[src/rtl/random_number_gen_pkg.sv]
// Shared constants and helpers for the multi-channel pseudo-random value source.
package random_pkg;

    localparam logic        MODE_COUNT   = 1'b0;
    localparam logic        MODE_LFSR    = 1'b1;
    localparam logic [15:0] DEFAULT_POLY = 16'hB400;
    localparam logic [15:0] SEED_SPREAD  = 16'h9E37;

    // Per-channel seed before truncation; decorrelates channels sharing one base seed.
    function automatic logic [63:0] channel_seed(input logic [63:0] base, input int unsigned ch);
        return base ^ (64'(ch) * {48'h0000_0000_0000, SEED_SPREAD});
    endfunction

endpackage

[src/rtl/random_number_gen_lfsr_channel.sv]
// One generator channel: Galois LFSR / wrap counter, range reduction, output register
// with valid/ack handshake and sticky overrun.
module lfsr_channel
    import random_pkg::*;
#(
    parameter int unsigned           OUT_WIDTH  = 9,
    parameter int unsigned           LFSR_WIDTH = 16,
    parameter logic [LFSR_WIDTH-1:0] POLY       = DEFAULT_POLY,
    parameter logic [LFSR_WIDTH-1:0] SEED       = 16'h0001
) (
    input  logic                 clk_i,
    input  logic                 rst_ni,
    input  logic                 adv_i,
    input  logic                 mode_i,
    input  logic [OUT_WIDTH-1:0] max_value_i,
    input  logic                 ack_i,
    output logic [OUT_WIDTH-1:0] rand_o,
    output logic                 valid_o,
    output logic                 overrun_o
);

    logic [LFSR_WIDTH-1:0] lfsr_q, lfsr_d;
    logic [OUT_WIDTH-1:0]  cnt_q, cnt_d;
    logic                  pend_q, pend_d;
    logic                  mode_q, mode_d;
    logic [OUT_WIDTH-1:0]  max_q, max_d;
    logic [OUT_WIDTH-1:0]  rand_q, rand_d;
    logic                  valid_q, valid_d;
    logic                  overrun_q, overrun_d;
    logic [OUT_WIDTH-1:0]  new_val_s;

    // A zero state can only come from corruption; reseed rather than stay locked up.
    function automatic logic [LFSR_WIDTH-1:0] lfsr_next(input logic [LFSR_WIDTH-1:0] s);
        if (s == '0) begin
            return SEED;
        end else if (s[0]) begin
            return (s >> 1) ^ POLY;
        end else begin
            return s >> 1;
        end
    endfunction

    // Generator state advance; only the selected generator moves, mode/bound are sampled here.
    always_comb begin
        lfsr_d = lfsr_q;
        cnt_d  = cnt_q;
        mode_d = mode_q;
        max_d  = max_q;
        pend_d = adv_i;
        if (adv_i) begin
            mode_d = mode_i;
            max_d  = max_value_i;
            if (mode_i == MODE_LFSR) begin
                lfsr_d = lfsr_next(lfsr_q);
            end else if (max_value_i == '0) begin
                cnt_d = cnt_q + OUT_WIDTH'(1);
            end else if (cnt_q >= max_value_i - OUT_WIDTH'(1)) begin
                cnt_d = '0;
            end else begin
                cnt_d = cnt_q + OUT_WIDTH'(1);
            end
        end else begin
            lfsr_d = lfsr_q;
        end
    end

    // Scale the low LFSR bits into [0, max) with a full-width product.
    always_comb begin
        new_val_s = cnt_q;
        if (mode_q == MODE_LFSR) begin
            if (max_q == '0) begin
                new_val_s = lfsr_q[OUT_WIDTH-1:0];
            end else begin
                new_val_s = OUT_WIDTH'(({{OUT_WIDTH{1'b0}}, lfsr_q[OUT_WIDTH-1:0]} *
                                        {{OUT_WIDTH{1'b0}}, max_q}) >> OUT_WIDTH);
            end
        end else begin
            new_val_s = cnt_q;
        end
    end

    // Output handshake: a landing value beats a simultaneous ack.
    always_comb begin
        rand_d    = rand_q;
        valid_d   = valid_q;
        overrun_d = overrun_q;
        if (pend_q) begin
            rand_d  = new_val_s;
            valid_d = 1'b1;
            if (valid_q && !ack_i) begin
                overrun_d = 1'b1;
            end else begin
                overrun_d = overrun_q;
            end
        end else if (ack_i) begin
            valid_d = 1'b0;
        end else begin
            valid_d = valid_q;
        end
    end

    // State registers.
    always_ff @(posedge clk_i or negedge rst_ni) begin
        if (!rst_ni) begin
            lfsr_q    <= SEED;
            cnt_q     <= '0;
            pend_q    <= 1'b0;
            mode_q    <= MODE_COUNT;
            max_q     <= '0;
            rand_q    <= '0;
            valid_q   <= 1'b0;
            overrun_q <= 1'b0;
        end else begin
            lfsr_q    <= lfsr_d;
            cnt_q     <= cnt_d;
            pend_q    <= pend_d;
            mode_q    <= mode_d;
            max_q     <= max_d;
            rand_q    <= rand_d;
            valid_q   <= valid_d;
            overrun_q <= overrun_d;
        end
    end

    assign rand_o    = rand_q;
    assign valid_o   = valid_q;
    assign overrun_o = overrun_q;

endmodule

[src/rtl/random_number_gen.sv]
// Multi-channel pseudo-random value source: shared prescaler, step/tick advance,
// and packing of the per-channel outputs.
module random_number_gen
    import random_pkg::*;
#(
    parameter int unsigned           OUT_WIDTH  = 9,
    parameter int unsigned           LFSR_WIDTH = 16,
    parameter int unsigned           NUM_CH     = 2,
    parameter int unsigned           TICK_DIV   = 200000,
    parameter logic [LFSR_WIDTH-1:0] POLY       = DEFAULT_POLY,
    parameter logic [LFSR_WIDTH-1:0] SEED       = 16'h0001
) (
    input  logic                        clk,
    input  logic                        reset_n,
    input  logic                        enable,
    input  logic                        mode,
    input  logic                        step,
    input  logic [OUT_WIDTH-1:0]        max_value,
    output logic [NUM_CH*OUT_WIDTH-1:0] rand_out,
    output logic [NUM_CH-1:0]           valid,
    input  logic [NUM_CH-1:0]           ack,
    output logic [NUM_CH-1:0]           overrun
);

    localparam int unsigned           CNT_W     = $clog2(TICK_DIV);
    localparam logic [LFSR_WIDTH-1:0] BASE_SEED = (SEED == '0) ? LFSR_WIDTH'(1) : SEED;

    logic [CNT_W-1:0] pre_q, pre_d;
    logic             tick_s;
    logic             adv_s;

    // Prescaler; dropping enable clears it and swallows a tick due this cycle.
    always_comb begin
        tick_s = 1'b0;
        pre_d  = pre_q;
        if (!enable) begin
            pre_d = '0;
        end else if (pre_q == CNT_W'(TICK_DIV - 1)) begin
            tick_s = 1'b1;
            pre_d  = '0;
        end else begin
            pre_d = pre_q + CNT_W'(1);
        end
    end

    // Prescaler register.
    always_ff @(posedge clk or negedge reset_n) begin
        if (!reset_n) begin
            pre_q <= '0;
        end else begin
            pre_q <= pre_d;
        end
    end

    assign adv_s = tick_s | step;

    for (genvar k = 0; k < NUM_CH; k++) begin : g_ch
        localparam logic [LFSR_WIDTH-1:0] RAW_SEED =
            LFSR_WIDTH'(channel_seed(64'(BASE_SEED), k));
        localparam logic [LFSR_WIDTH-1:0] CH_SEED =
            (RAW_SEED == '0) ? LFSR_WIDTH'(1) : RAW_SEED;

        lfsr_channel #(
            .OUT_WIDTH  (OUT_WIDTH),
            .LFSR_WIDTH (LFSR_WIDTH),
            .POLY       (POLY),
            .SEED       (CH_SEED)
        ) u_ch (
            .clk_i       (clk),
            .rst_ni      (reset_n),
            .adv_i       (adv_s),
            .mode_i      (mode),
            .max_value_i (max_value),
            .ack_i       (ack[k]),
            .rand_o      (rand_out[k*OUT_WIDTH +: OUT_WIDTH]),
            .valid_o     (valid[k]),
            .overrun_o   (overrun[k])
        );
    end

endmodule

[config.mk]
export PLATFORM = sky130hd
export DESIGN_NAME = random_number_gen
export DESIGN_NICKNAME = d
export VERILOG_FILES = /design/src/rtl/random_number_gen_pkg.sv /design/src/rtl/random_number_gen_lfsr_channel.sv /design/src/rtl/random_number_gen.sv
export SDC_FILE = /design/constraint.sdc
export NUM_CORES = 1
export LEC_CHECK = 0
export CAP_MARGIN = 20
export CORE_ASPECT_RATIO = 1.4
export CORE_UTILIZATION = 55
export DETAILED_ROUTE_END_ITERATION = 12
export DONT_BUFFER_PORTS = 1
export GPL_TIMING_DRIVEN = 0
export PLACE_DENSITY = 0.78
export SLEW_MARGIN = 5
export SYNTH_ARGS = -nofsm -noshare
export SYNTH_HDL_FRONTEND = slang
export SYNTH_SLANG_ARGS = --single-unit
export TNS_END_PERCENT = 50
[constraint.sdc]
create_clock -name clk -period 5.4 [get_ports clk]
set_input_delay 0.54 -clock clk [delete_from_list [all_inputs] [get_ports clk]]
set_output_delay 0.54 -clock clk [all_outputs]
set_load 0.01 [all_outputs]
==> impl_results.md, run 1 <==
- Status: completed
- Seq/Total Area, Yosys: 0.2510
- Synthesis Warnings: 0
- Die Ht: 162.5 um
- # rows: 58
- Family with the most delay on the worst path: adder cells
- ANT cells: 0
- Crit path max fanout: 11
- H-tree levels: 3
- Post-synth EDFFs: 0
- Slew margin rel.: 0.5901
- Tmin final: 5.157 ns
- RSZ-0062 raised after global routing: no
- Root buf cell: clkbuf_16
- Initial antenna violation count: 0
- Peak supply drop: 0.3271 mV
- Area contributors post-synth: dfrtp_1, fa_1, ha_1
- Leak: 5.272 nW
- Remaining DRCs: 0
- Final setup vio count: 0
- Vias in the first global route: 8263
- Share of layout cells above drive strength 1: 0.08015
- Die area: 18960 um2
- Post-synthesis sequential element count: 101
- Largest net degree at the start of global routing: 92
- Vias: 7841
- Setup TNS: 0 ns
- Yosys cell types: 59
- Vias per std cell: 5.860
- Worst Path Required: 5.64 ns
- GRT Util Overall: 0.2802
- Cell Area, Placed: 10420 um2
- Final Instance Area: 10740 um2
- Clock latency on the worst-skew pair: 0.35 ns
- Most frequent cell after synthesis: inv_1
- Max-slew violation count: 0
- Critical path startpoint category: flop
- Arr. time, crit path: 5.40 ns
- Setup CP Type: flop to flop
- Final HPWL DP: 18960 um
- Final Hold Fails: 0
- Final hold slack: 0.03636 ns
- Max Cap Viol: 0
- Drt pass-1 iters: 5
- Yosys top cell area share: 0.2250
- Pwr dens: 581.0 nW/um2
- Post-layout net count: 1297
- Worst setup EP type: flop
- Buffers and inverters on the worst path: 5
- Slew @ Worst Pin: 0.6148 ns
- Routability cong.: 0.9103
- Routed WL: 24380 um
- Die W: 116.6 um
- Skew final: 0.01310 ns
- Antenna-violating nets left: 0
- Cell mode on critical path: fa_1
- Total I/O pin count: 38
- Syn_area_per_cell: 9.277 um2
- Slowest-stage cell, CP: dfrtp_1
- Max Fclk: 193.9 MHz
- Mapped Cells: 1091
- CTS tree: built
- Clk sinks: 101
- WL per Instance: 18.22 um
- Core area: 18000 um2
- Maximum clock path buffer count: 2
- Area Overhead vs Synth: 6.082%
- Synthesized Nets: 1295
- Finished Core Util: 0.5966
- Period utilization: 0.9551
- Synth top cells by count: inv_1, nand2_1, and2_1, fa_1, dfrtp_1
- Initial DRC Count: 431
- Area leader, netlist: dfrtp_1
- Total CTS buffers: 9
- GR Overflow Total: 0
- Total of fill cells in the finished design: 1583
- Worst hold path class: primary input to async pin
- Netlist Area Pre-Place: 10120 um2
- Commonest register cell after synthesis: dfrtp_1
- Crit-path cells: clkbuf_2 > nand2_1 > fa_1 > inv_1 > fa_1 > fa_1 > inv_1 > fa_1 > inv_1 > ha_1 > nand3_1 > or4_1 > o211ai_1 > buf_4 > a21oi_1 > xor2_1 > a221oi_1
- First-pass GRT wire length: 40740 um
- Fraction of registers with async set/reset: 1.000
- Clk slew on worst S/H paths: 0.07 ns
- Initial core utilization: 0.5624
- Buffers on Ports: 0
- Slowest stage delay, CP: 0.64 ns
## flip-flops by register name, indices dropped and copies added, names as in the netlist
signal and cells:
g_ch.u_ch.cnt_q 18, g_ch.u_ch.pend_q 1, g_ch.u_ch.overrun_o 2, g_ch.u_ch.lfsr_q 32
g_ch.u_ch.rand_o 18, g_ch.u_ch.mode_q 1, g_ch.u_ch.valid_o 2, pre_q 18
g_ch.u_ch.max_q 9
## layout by cell type, fill, tap and decap left out, types with 11 or more instances in the layout
cell and count:
inv_1 130, nand2_1 127, and2_1 102, fa_1 98
ha_1 90, dfrtp_1 83, a21oi_1 41, nor2_1 39
o21ai_0 31, clkbuf_1 28, xnor2_1 24, mux2_2 24
a21o_1 22, xor2_1 21, nand3_1 19, a22oi_1 16
nor4_1 12, nor2b_1 11
## final cells by class
cell class	count	area (um2)	share of cell area
Multi-Input combinational cell	798	6827	0.6358
Sequential cell	101	2550	0.2375
Inverter	131	491.7	0.04580
Tap cell	240	300.3	0.02797
Buffer	49	232.7	0.02168
Clock buffer	9	225.2	0.02098
Clock inverter	7	67.56	0.006293
Timing Repair Buffer	3	42.54	0.003962
## cells by family (layout without fill, tap and decap cells)
kind of cell | Yosys count | in the layout | share of synthesized area
buffers and inverters | 192 | 199 | 0.07455
DFF | 101 | 101 | 0.2510
adders and majority gates | 188 | 188 | 0.3051
xor gates and xnor gates | 45 | 45 | 0.03894
muxes | 26 | 26 | 0.02880
AOI/OAI and AO/OA | 174 | 174 | 0.1142
and+or+nand+nor | 365 | 365 | 0.1874
## per-layer routing
layer	vias to the layer above	wire (um)	part of all wire	global-route usage
met5	-	0	0	0
met1	3854	8986	0.37	0.3253
met3	71	1393	0.057	0.03312
li1	3638	-	-	-
met2	278	12900	0.53	0.5067
met4	0	1096	0.045	0.1306
## timing repair
item | CTS | global route
setup buffers | 2 | 0
hold endpoints to repair | 91 | 0
endpoints found under the setup margin | 15 | 13
pin swaps | 1 | 0
hold buffers | 1 | 0
gates resized for setup | 9 | 14
## stage by stage
step | cells | power [mW] | worst slack [ns]
2_1_floorplan | 1091 | 4.437 | 0.4554
3_3_place_gp | 1331 | 5.403 | -0.3204
3_5_place_dp | 1331 | 5.543 | -0.3931
4_1_cts | 1342 | 6.251 | 0.01170
5_1_grt | 1338 | 6.911 | 0.006213
6_report | 1338 | 6.238 | 0.2426
## path summary, 6_finish.rpt
path | startpoint | depth (start not counted) | slack, ns | end
setup / recovery | g_ch[0].u_ch.max_q[7] | 17 | 0.24 | g_ch[0].u_ch.rand_o[4]
hold / removal | reset_n | 0 | 0.04 | g_ch[1].u_ch.lfsr_q[15]
setup reg to reg | g_ch[0].u_ch.max_q[7] | 17 | 0.24 | g_ch[0].u_ch.rand_o[4]
hold reg to reg | g_ch[0].u_ch.overrun_o | 1 | 0.48 | g_ch[0].u_ch.overrun_o
max in group asynchronous | reset_n | 1 | 4.93 | g_ch[0].u_ch.max_q[6]
min in group clk | enable | 1 | 0.33 | pre_q[4]
## power breakdown
group / internal, mW / leakage (nW) / switching (mW)
Clock: 0.324 / 0.145 / 0.310
Sequential: 1.03 / 1.21 / 0.410
Combinational: 1.77 / 3.91 / 2.40
Power figures use the tool's default switching activity.
==> run 2: changes to the inputs <==
--- a/config.mk
+++ b/config.mk
@@ -11,6 +11,7 @@
 export DETAILED_ROUTE_END_ITERATION = 12
 export DONT_BUFFER_PORTS = 1
 export GPL_TIMING_DRIVEN = 0
+export HOLD_SLACK_MARGIN = 0.12
 export PLACE_DENSITY = 0.78
 export SLEW_MARGIN = 5
 export SYNTH_ARGS = -nofsm -noshare
==> impl_results.md, run 2 (synthesis gave the netlist of run 1 again) <==
- Place WS: -0.3931 ns (unchanged)
- Critical path startpoint category: flop
- Share of layout cells above drive strength 1: 0.08022 (about the same)
- Max reg flops: 32 (unchanged)
- Cell mode on critical path: fa_1
- Initial core utilization: 0.5624 (unchanged)
- Slew @ Worst Pin: 0.6223 ns (+0.007503 ns)
- Antenna-violating nets left: 0 (unchanged)
- # rows: 58 (unchanged)
- GRT Util Overall: 0.2783 (-0.001911)
- ANT cells: 0 (unchanged)
- Area Overhead vs Synth: 6.045% (about the same)
- Cell Area, Placed: 10420 um2 (unchanged)
- Worst r2r src: g_ch[0].u_ch.max_q[7]
- Final Hold Fails: 0 (unchanged)
- Vias in the first global route: 8250 (-0.16%)
- Vias per std cell: 5.820 (-0.69%)
- Worst hold path class: primary input to async pin
- Root buf cell: clkbuf_16
- Final HPWL DP: 18960 um (unchanged)
- Status: completed
- Peak supply drop: 0.3312 mV (+1.3%)
- Total of fill cells in the finished design: 1582 (-0.063%)
- Slowest-stage cell, CP: dfrtp_1
- Initial antenna violation count: 0 (unchanged)
- Remaining DRCs: 0 (unchanged)
- Maximum clock path buffer count: 2 (unchanged)
- RSZ-0062 raised after global routing: no
- Total I/O pin count: 38 (unchanged)
- Buffers and inverters on the worst path: 5 (unchanged)
- Core area: 18000 um2 (unchanged)
- Drt pass-1 iters: 5 (unchanged)
- Tmin final: 5.150 ns (-0.007077 ns)
- Final setup vio count: 0 (unchanged)
- Initial DRC Count: 459 (+6.5%)
- Largest net degree at the start of global routing: 102 (+11%)
- Vias: 7781 (-0.77%)
- Routed WL: 24250 um (-0.51%)
- Skew final: 0.01262 ns (-0.0004876 ns)
- Clk slew on worst S/H paths: 0.08 ns (about the same)
- Period utilization: 0.9538 (-0.001311)
- Slack of the critical path: 0.2497 ns (+0.007077 ns)
- Finished Core Util: 0.5964 (about the same)
- Die area: 18960 um2 (unchanged)
- Crit-path cells: clkbuf_2 > nand2_1 > fa_1 > inv_1 > fa_1 > fa_1 > inv_1 > fa_1 > inv_1 > ha_1 > nand3_1 > or4_1 > o211ai_1 > buf_4 > a21oi_1 > xor2_1 > a221oi_1
- Die Ht: 162.5 um (unchanged)
- Slowest stage delay, CP: 0.64 ns (about the same)
- WL per Instance: 18.14 um (-0.44%)
- Crit path launch: g_ch[0].u_ch.max_q[7]
- Crit path max fanout: 11 (unchanged)
- GR Overflow Total: 0 (unchanged)
- Routability cong.: 0.9103 (unchanged)
- Worst setup EP type: flop
- Pwr dens: 580.8 nW/um2 (about the same)
- Max Cap Viol: 0 (unchanged)
- Most common cell after layout, fill and taps aside: inv_1
- Clock latency on the worst-skew pair: 0.35 ns (about the same)
- Total CTS buffers: 9 (unchanged)
- Post-layout net count: 1296 (-0.077%)
- Max Fclk: 194.2 MHz (+0.14%)
- Setup CP Type: flop to flop
- Worst Path Required: 5.64 ns (about the same)
- Final Instance Area: 10730 um2 (about the same)
- Clk sinks: 101 (unchanged)
- Arr. time, crit path: 5.39 ns (about the same)
- CTS tree: built
- Slew margin rel.: 0.5851 (-0.005002)
- First-pass GRT wire length: 40540 um (-0.49%)
- Family with the most delay on the worst path: adder cells
- Buffers on Ports: 0 (unchanged)
- Die W: 116.6 um (unchanged)
- H-tree levels: 3 (unchanged)
- Largest Register: g_ch.u_ch.lfsr_q
- Most frequent cells in the layout: inv_1, nand2_1, and2_1
- Leak: 5.271 nW (about the same)
- Max-slew violation count: 0 (unchanged)
## run 2: changes by cell type in the layout (fill, tap and decap cells not counted)
cell | before | now
clkbuf_1 | 28 | 27
## run 2: layer usage
layer | share of wire | routed length [um] | global-route usage
met1 | 0.38 | 9189 | 0.3203
met4 | 0.042 | 1025 | 0.1254
met5 | 0 | 0 | 0
met2 | 0.53 | 12920 | 0.5075
met3 | 0.046 | 1114 | 0.03387
## run 2: cell type report
| type | instances | area (um2) | area share |
|---|---|---|---|
| Multi-Input combinational cell | 798 | 6827 | 0.6360 |
| Sequential cell | 101 | 2550 | 0.2376 |
| Inverter | 131 | 491.7 | 0.04581 |
| Tap cell | 240 | 300.3 | 0.02798 |
| Buffer | 48 | 229.0 | 0.02133 |
| Clock buffer | 9 | 225.2 | 0.02098 |
| Clock inverter | 7 | 67.56 | 0.006295 |
| Timing Repair Buffer | 3 | 42.54 | 0.003964 |
## run 2: report_power, final
part           switching (mW)  internal [mW]
Clock                   0.309          0.324
Combinational            2.38           1.76
Sequential              0.422           1.03
Total                    3.11           3.12
## run 2: per-stage QoR
step                instances  hold slack (ns)  TNS, ns  power, mW
finish                   1337          0.09017        0      6.234
global route             1337           0.1417        0      6.908
CTS                      1342           0.1290        0      6.252
detailed placement       1331           0.2467   -3.255      5.543
global placement         1331           0.2467   -2.108      5.403
floorplan                1091           0.2444        0      4.437
## run 2: final timing paths
check                                         end  slack [ns]  depth (start not counted)
min reg2reg                g_ch[0].u_ch.overrun_o        0.48                          1
max in group asynchronous  g_ch[1].u_ch.lfsr_q[4]        4.89                          1
min in group clk                         pre_q[4]        0.33                          1
max                        g_ch[0].u_ch.rand_o[4]        0.25                         17
max reg2reg                g_ch[0].u_ch.rand_o[4]        0.25                         17
min                         g_ch[1].u_ch.cnt_q[5]        0.09                          1
## run 2: repair_timing
action | CTS | global route
pin swaps | 1 | 0
endpoints found under the hold margin | 101 | 0
setup buffers | 2 | 0
setup endpoints to repair | 15 | 13
resized for setup | 9 | 14
cloned | 0 | 0
hold buffers | 1 | 0
